<file path="src/rtl/ysyx_25040111_icache_pkg.sv">
// Shared definitions for the instruction cache: FSM state encodings,
// AXI4 read-channel constants and a small response-decoding helper.
package ysyx_25040111_icache_pkg;

    typedef enum logic [2:0] {
        ST_IDLE   = 3'd0,
        ST_LOOKUP = 3'd1,
        ST_AR     = 3'd2,
        ST_R      = 3'd3,
        ST_RESP   = 3'd4
    } state_e;

    localparam logic [1:0] BURST_INCR = 2'b01;
    localparam logic [2:0] SIZE_4B    = 3'b010;
    localparam logic [1:0] RESP_OKAY  = 2'b00;

    // Any response code other than OKAY marks the refill as faulty.
    function automatic logic resp_is_err(input logic [1:0] resp);
        return (resp != RESP_OKAY);
    endfunction

endpackage

</file>
<file path="src/rtl/ysyx_25040111_icache_array.sv">
// Tag/data/valid storage for the direct-mapped icache. Asynchronous read
// port, one word-write port used by the refill, a tag write that can also
// validate the line, and a flash clear of every valid bit.
module ysyx_25040111_icache_array #(
    parameter int NLINES     = 16,
    parameter int LINE_WORDS = 4,
    localparam int IDX_W     = $clog2(NLINES),
    localparam int WORD_W    = $clog2(LINE_WORDS),
    localparam int TAG_W     = 32 - IDX_W - WORD_W - 2
) (
    input  logic              clock,
    input  logic              reset,
    input  logic [IDX_W-1:0]  rd_idx,
    input  logic [WORD_W-1:0] rd_word,
    output logic              rd_valid,
    output logic [TAG_W-1:0]  rd_tag,
    output logic [31:0]       rd_data,
    input  logic              wr_en,
    input  logic [IDX_W-1:0]  wr_idx,
    input  logic [WORD_W-1:0] wr_word,
    input  logic [31:0]       wr_data,
    input  logic              tag_we,
    input  logic [TAG_W-1:0]  wr_tag,
    input  logic              set_valid,
    input  logic              flash_clr
);

    logic [NLINES-1:0] valid_r;
    logic [TAG_W-1:0]  tag_r  [NLINES];
    logic [31:0]       data_r [NLINES][LINE_WORDS];

    assign rd_valid = valid_r[rd_idx];
    assign rd_tag   = tag_r[rd_idx];
    assign rd_data  = data_r[rd_idx][rd_word];

    // Valid bits: a flash clear always wins over validating a refilled line.
    always_ff @(posedge clock) begin
        if (reset) begin
            valid_r <= '0;
        end else if (flash_clr) begin
            valid_r <= '0;
        end else if (tag_we && set_valid) begin
            valid_r[wr_idx] <= 1'b1;
        end else begin
            valid_r <= valid_r;
        end
    end

    // Tag and data storage carry no reset; the valid bits guard them.
    always_ff @(posedge clock) begin
        if (tag_we) begin
            tag_r[wr_idx] <= wr_tag;
        end
        if (wr_en) begin
            data_r[wr_idx][wr_word] <= wr_data;
        end
    end

endmodule

</file>
<file path="src/rtl/ysyx_25040111_icache.sv">
// Direct-mapped read-only instruction cache. One fetch at a time: hits
// answer in the LOOKUP cycle, misses refill the whole line with a single
// AXI4 INCR burst and answer from the RESP state. fence_i drops all lines.
module ysyx_25040111_icache
    import ysyx_25040111_icache_pkg::*;
#(
    parameter int NLINES     = 16,
    parameter int LINE_WORDS = 4
) (
    input  logic        clock,
    input  logic        reset,
    input  logic        ifu_valid,
    input  logic [31:0] ifu_addr,
    output logic        ifu_ready,
    output logic [31:0] ifu_inst,
    output logic        ifu_fault,
    input  logic        fence_i,
    output logic        arvalid,
    input  logic        arready,
    output logic [31:0] araddr,
    output logic [7:0]  arlen,
    output logic [2:0]  arsize,
    output logic [1:0]  arburst,
    input  logic        rvalid,
    output logic        rready,
    input  logic [31:0] rdata,
    input  logic [1:0]  rresp,
    input  logic        rlast
);

    localparam int WORD_W = $clog2(LINE_WORDS);
    localparam int OFF_W  = WORD_W + 2;
    localparam int IDX_W  = $clog2(NLINES);
    localparam int TAG_W  = 32 - IDX_W - OFF_W;

    state_e             state_r;
    state_e             state_s;
    logic [31:2]        req_addr_r;
    logic [WORD_W-1:0]  beat_r;
    logic               err_r;
    logic               fence_pend_r;
    logic [31:0]        resp_word_r;

    logic [IDX_W-1:0]   idx_s;
    logic [WORD_W-1:0]  word_s;
    logic [TAG_W-1:0]   tag_s;
    logic               rd_valid_s;
    logic [TAG_W-1:0]   rd_tag_s;
    logic [31:0]        rd_data_s;
    logic               hit_s;
    logic               beat_fire_s;
    logic               beat_err_s;
    logic               err_next_s;
    logic               last_s;
    logic               set_valid_s;
    logic               unused_s;

    // Byte offset within a word is irrelevant for word fetches.
    assign unused_s = ^ifu_addr[1:0];

    assign idx_s       = req_addr_r[OFF_W +: IDX_W];
    assign word_s      = req_addr_r[2 +: WORD_W];
    assign tag_s       = req_addr_r[31 -: TAG_W];
    assign hit_s       = rd_valid_s && (rd_tag_s == tag_s);
    assign beat_fire_s = (state_r == ST_R) && rvalid;
    assign beat_err_s  = beat_fire_s && resp_is_err(rresp);
    assign err_next_s  = err_r | beat_err_s;
    assign last_s      = beat_fire_s && rlast;
    // A fence seen at any point of the refill, including the last beat, keeps the line invalid.
    assign set_valid_s = !err_next_s && !fence_pend_r && !fence_i;

    // The address is fixed for the whole transaction, so it is stable until arready.
    assign araddr  = {req_addr_r[31:OFF_W], {OFF_W{1'b0}}};
    assign arlen   = 8'(LINE_WORDS - 1);
    assign arsize  = SIZE_4B;
    assign arburst = BURST_INCR;

    ysyx_25040111_icache_array #(
        .NLINES     (NLINES),
        .LINE_WORDS (LINE_WORDS)
    ) u_array (
        .clock     (clock),
        .reset     (reset),
        .rd_idx    (idx_s),
        .rd_word   (word_s),
        .rd_valid  (rd_valid_s),
        .rd_tag    (rd_tag_s),
        .rd_data   (rd_data_s),
        .wr_en     (beat_fire_s),
        .wr_idx    (idx_s),
        .wr_word   (beat_r),
        .wr_data   (rdata),
        .tag_we    (last_s),
        .wr_tag    (tag_s),
        .set_valid (set_valid_s),
        .flash_clr (fence_i)
    );

    // FSM state register.
    always_ff @(posedge clock) begin
        if (reset) begin
            state_r <= ST_IDLE;
        end else begin
            state_r <= state_s;
        end
    end

    // FSM next-state logic.
    always_comb begin
        state_s = state_r;
        case (state_r)
            ST_IDLE: begin
                if (ifu_valid) state_s = ST_LOOKUP;
                else           state_s = ST_IDLE;
            end
            ST_LOOKUP: begin
                if (hit_s) state_s = ST_IDLE;
                else       state_s = ST_AR;
            end
            ST_AR: begin
                if (arready) state_s = ST_R;
                else         state_s = ST_AR;
            end
            ST_R: begin
                if (last_s) state_s = ST_RESP;
                else        state_s = ST_R;
            end
            ST_RESP: state_s = ST_IDLE;
            default: state_s = ST_IDLE;
        endcase
    end

    // FSM outputs: fetch response and AXI handshake strobes.
    always_comb begin
        ifu_ready = 1'b0;
        ifu_inst  = 32'h0000_0000;
        ifu_fault = 1'b0;
        arvalid   = 1'b0;
        rready    = 1'b0;
        case (state_r)
            ST_LOOKUP: begin
                if (hit_s) begin
                    ifu_ready = 1'b1;
                    ifu_inst  = rd_data_s;
                end else begin
                    ifu_ready = 1'b0;
                end
            end
            ST_AR: arvalid = 1'b1;
            ST_R:  rready  = 1'b1;
            ST_RESP: begin
                ifu_ready = 1'b1;
                ifu_fault = err_r;
                ifu_inst  = err_r ? 32'h0000_0000 : resp_word_r;
            end
            default: ifu_ready = 1'b0;
        endcase
    end

    // Capture the fetch address when a request is accepted in IDLE.
    always_ff @(posedge clock) begin
        if (reset) begin
            req_addr_r <= '0;
        end else if ((state_r == ST_IDLE) && ifu_valid) begin
            req_addr_r <= ifu_addr[31:2];
        end else begin
            req_addr_r <= req_addr_r;
        end
    end

    // Beat counter: advances per accepted beat, wraps to 0 on rlast.
    always_ff @(posedge clock) begin
        if (reset || last_s) begin
            beat_r <= '0;
        end else if (beat_fire_s) begin
            beat_r <= beat_r + 1'b1;
        end else begin
            beat_r <= beat_r;
        end
    end

    // Keep the requested word as it streams past during the refill.
    always_ff @(posedge clock) begin
        if (reset) begin
            resp_word_r <= 32'h0000_0000;
        end else if (beat_fire_s && (beat_r == word_s)) begin
            resp_word_r <= rdata;
        end else begin
            resp_word_r <= resp_word_r;
        end
    end

    // Sticky bus-error flag for the current refill, cleared after the response.
    always_ff @(posedge clock) begin
        if (reset || (state_r == ST_RESP)) begin
            err_r <= 1'b0;
        end else if (beat_err_s) begin
            err_r <= 1'b1;
        end else begin
            err_r <= err_r;
        end
    end

    // Remember a fence that lands while a refill is in flight.
    always_ff @(posedge clock) begin
        if (reset || (state_s == ST_IDLE)) begin
            fence_pend_r <= 1'b0;
        end else if (fence_i && ((state_r == ST_AR) || (state_r == ST_R))) begin
            fence_pend_r <= 1'b1;
        end else begin
            fence_pend_r <= fence_pend_r;
        end
    end

endmodule

</file>
<file path="config.mk">
export PLATFORM = sky130hd
export DESIGN_NAME = ysyx_25040111_icache
export DESIGN_NICKNAME = d
export VERILOG_FILES = /design/src/rtl/ysyx_25040111_icache_pkg.sv /design/src/rtl/ysyx_25040111_icache_array.sv /design/src/rtl/ysyx_25040111_icache.sv
export SDC_FILE = /design/constraint.sdc
export NUM_CORES = 2
export LEC_CHECK = 0
export BUFFER_PORTS_ARGS = -buffer_cell sky130_fd_sc_hd__buf_2
export CAP_MARGIN = 25
export CORE_UTILIZATION = 40
export DETAILED_ROUTE_END_ITERATION = 12
export PLACE_DENSITY_LB_ADDON = 0.2
export SLEW_MARGIN = 0
export SYNTH_ARGS = -nofsm -noshare
export SYNTH_HDL_FRONTEND = slang
export SYNTH_SLANG_ARGS = --single-unit
</file>
<file path="constraint.sdc">
create_clock -name clock -period 8.2 [get_ports clock]
set_clock_uncertainty 0.2 [all_clocks]
set_input_delay 1.64 -clock clock [delete_from_list [all_inputs] [get_ports clock]]
set_output_delay 1.64 -clock clock [all_outputs]
set_load 0.01 [all_outputs]
</file>
==> summary.md <==
| Metric | Value |
|---|---|
| Worst-case clock buffer depth | 4 |
| Number of max-cap violations | 0 |
| DIE WIDTH | roughly 500 µm |
| CTS tree | built |
| Fill cells | 20040 |
| WL/cell | 30.65 µm |
| Syn-to-layout area delta | 14.24% |
| Buffers and inverters on the worst path | 2 |
| Core area | 241400 µm² |
| NumNets Final | about 4700 |
| Yosys cell types | 67 |
| Leading cell type in the layout, fill and taps excluded | edfxtp_1 |
| EDFF count, synth | 2432 |
| Post-cts resize count | 0 |
| Hold Startpoint | u_array.valid_r[8] |
| Reg2Reg Depth | 9 |
| Slowest stage delay, CP | 0.94 ns |
| Clk slew on worst S/H paths | 0.06 ns |
| Cells after Synth | 4286 |
| CTS buffer count | 277 |
| Die ar. | 245700 µm² |
| Crit path depth | 10 |
| Async set-reset flop share out of synthesis | 0% |
| Hold WC Path Type | register to register |
| H-tree Lvls | 5 |
| Peak Freq | 127.8 MHz |
| Mapped Area | 97500 µm² |
| VDD IR max | 0.2270 mV |
| Crit-path max FO | between 50 and 60 |
| Final Max Slew Viols | 0 |
| ANT nets after route | 0 |
| Crit path max-delay cell type | dfxtp_4 |
| Via count | 44820 |
| Initial antenna violation count | 50 |
| Syn Area/Cell | 22.75 µm² |
| Cell Chain, Critical Path | buf_4, mux2i_1, a22o_1, a221oi_1, xnor2_1, a31oi_1, or4_1, or4_4, o21ai_2, buf_2 |
| CP arrival | 5.98 ns |
| RSZ-0062 raised after global routing | no |
| Largest net degree at the start of global routing | 135 |
| Power Dens Cells | 244.8 nW/µm² |
| Overflow after GRT | 0 |
| Vias in the first global route | around 46000 |
| Initial Util | 40.38% |
| Cell count of the worst hold path | 2 |
| Final Hold Viols | 0 |
| Element type at the critical path start | register |
| Port Buffers | 134 |
| Status | finished clean |
| GRT Resource Usage Total | 20.01% |
| Layout cells sized above 1 | 31.50% |
| Placed cell area | 102700 µm² |
| Worst-skew pair later-pin latency | between 0.9 and 1 ns |
| Rel. slew slack | 28.25% |
| Crit. End Element | output port |
| Post-DP HPWL | around 140000 µm |
| DR iter-0 viols | 4330 |
| Most frequent cells in the layout | edfxtp_1, mux4_2, clkbuf_16 |
| Final WL | 244700 µm |
| Crit Path Class | register to output port |
| Placer's final routability congestion estimate | 0.7776 |
| Pleak | 0.03397 µW |
| Via-per-instance ratio | 5.614 |
| Final Cycle Share | a little over nine tenths |
| # setup viols final | 0 |
| Ys Warns | 0 |
| Yosys reg bits | 2521 |
| Seq/Total Area, Yosys | 76.73% |
| DRC viols | 0 |
| Clock sinks | about 2500 |
| Ys flop type | edfxtp_1 |
| Postcts setup bufs | 0 |
| Die Ht | 495.7 µm |
| Delay-heaviest family, CP | simple AND/OR/NAND/NOR gates |
| Data required time of the critical path | 6.36 ns |
| Fin crit period | between 7 and 8 ns |
| CTS root buf | clkbuf_16 |
| WHS | 0.2700 ns |
| Dpl cells | 7476 |
| Setup TNS Final | 0 ns |
| Hold_buf cts | 0 |
| Final instance area | 111400 µm² |
| I/O pins | 154 |
| TritonRoute pass-1 iters | 5 |
| First-pass GRT wire length | 345300 µm |
| Post-Layout Cell Count | 7983 |
| Least-Margin Pin Slew | 1.076 ns |
| Cell row count | 180 |
## final timing paths
| kind | end | slack [ns] |
|---|---|---|
| max | ifu_inst[5] | 0.38 |
| min | u_array.valid_r[8] | 0.27 |
| max reg2reg | fence_pend_r | 3.50 |
| min reg2reg | u_array.valid_r[8] | 0.27 |
## final cells by class
class                   count  area [µm²]  area share, %
clock buffers             363        7402          6.646
flip-flops and latches   2521       74830          67.18
clock inverters           104       645.6         0.5796
well taps                3185        3985          3.578
repair buffers            304        2590          2.325
inverters                  40       157.7         0.1415
multi-input cells        1458       21750          19.53
diodes                      8       20.02        0.01797
## layer usage
layer  up-vias  share of wire [%]  GRT usage, %
met5         -              0.019             0
met4         6                3.0         6.150
met3       407                5.7         3.684
met2      1342                 50         33.45
met1     24370                 41         26.63
li1      18690                  -             -
## cell families after synthesis
| kind of cell | after synthesis | synth area share (%) |
|---|---|---|
| mux | 863 | 18.34 |
| fa+ha+maj | 4 | 0.05133 |
| other cells | 2 | 0.007703 |
| xor+xnor | 27 | 0.2425 |
| flops | 2521 | 76.73 |
| buf+inv | 322 | 1.649 |
| compound gates | 176 | 1.254 |
| simple gates | 371 | 1.721 |
## stage by stage
step	total power, µW	utilization (%)	worst slack, ns
5_1_grt	28090	46.13	0.2016
2_1_floorplan	15570	-	2.951
4_1_cts	27510	45.86	0.2838
3_3_place_gp	16200	42.45	1.308
3_5_place_dp	16220	42.53	1.291
6_report	27270	46.13	0.3767
## cell usage after synthesis, types with 3 or more instances
master	n	area [µm²]
a21boi_0	4	30.03
a21oi_1	46	230.2
a221oi_1	4	35.03
a22o_1	7	61.31
a22oi_1	19	142.6
a31oi_1	14	87.58
a41oi_1	7	61.31
and2_1	5	31.28
and3_1	4	25.02
buf_1	9	33.78
buf_2	67	335.3
buf_4	59	442.9
buf_6	8	90.09
clkbuf_1	136	510.5
dfxtp_1	89	1782
edfxtp_1	2432	73030
ha_1	4	50.05
inv_1	40	150.1
mux2_2	11	123.9
mux2i_1	115	1151
mux4_1	3	78.83
mux4_2	734	16530
nand2_1	133	499.2
nand2b_1	5	31.28
nand3_1	13	65.06
nand3b_1	4	30.03
nand4_1	5	31.28
nand4b_1	6	52.55
nor2_1	148	555.5
nor2b_1	13	81.33
nor3_1	5	25.02
o21ai_0	15	75.07
o21ai_2	29	254.0
o22ai_1	7	43.79
o31ai_1	4	30.03
or2_2	3	18.77
or4_1	6	45.04
or4bb_1	5	56.30
xnor2_1	11	96.34
xor2_1	16	140.1
## flip-flops by register name, summed over array words and instances, names as in the netlist, named ones only
register,cells
fence_pend_r,1
state_r,3
u_array.tag_r,384
err_r,1
resp_word_r,32
beat_r,2
u_array.data_r,2048
u_array.valid_r,16
req_addr_r,30
## report_power, final
group | internal (µW) | switching (µW) | leakage, µW | total (µW)
sequential | 14100 | 91.8 | 0.0226 | 14200
clock | 6510 | 4800 | 0.00393 | 11300
combinational | 759 | 967 | 0.00741 | 1730
## worst register-to-register path: stages (launching register included)
cell and delay (ns):
dfxtp_4 0.94, buf_4 0.64, mux4_2 0.40, xor2_1 0.17, o21ai_0 0.30, nand3_1 0.11, or4b_1 0.51, or4_1 0.54
nor4_1 0.59, o22ai_1 0.13
Power figures use the tool's default switching activity.
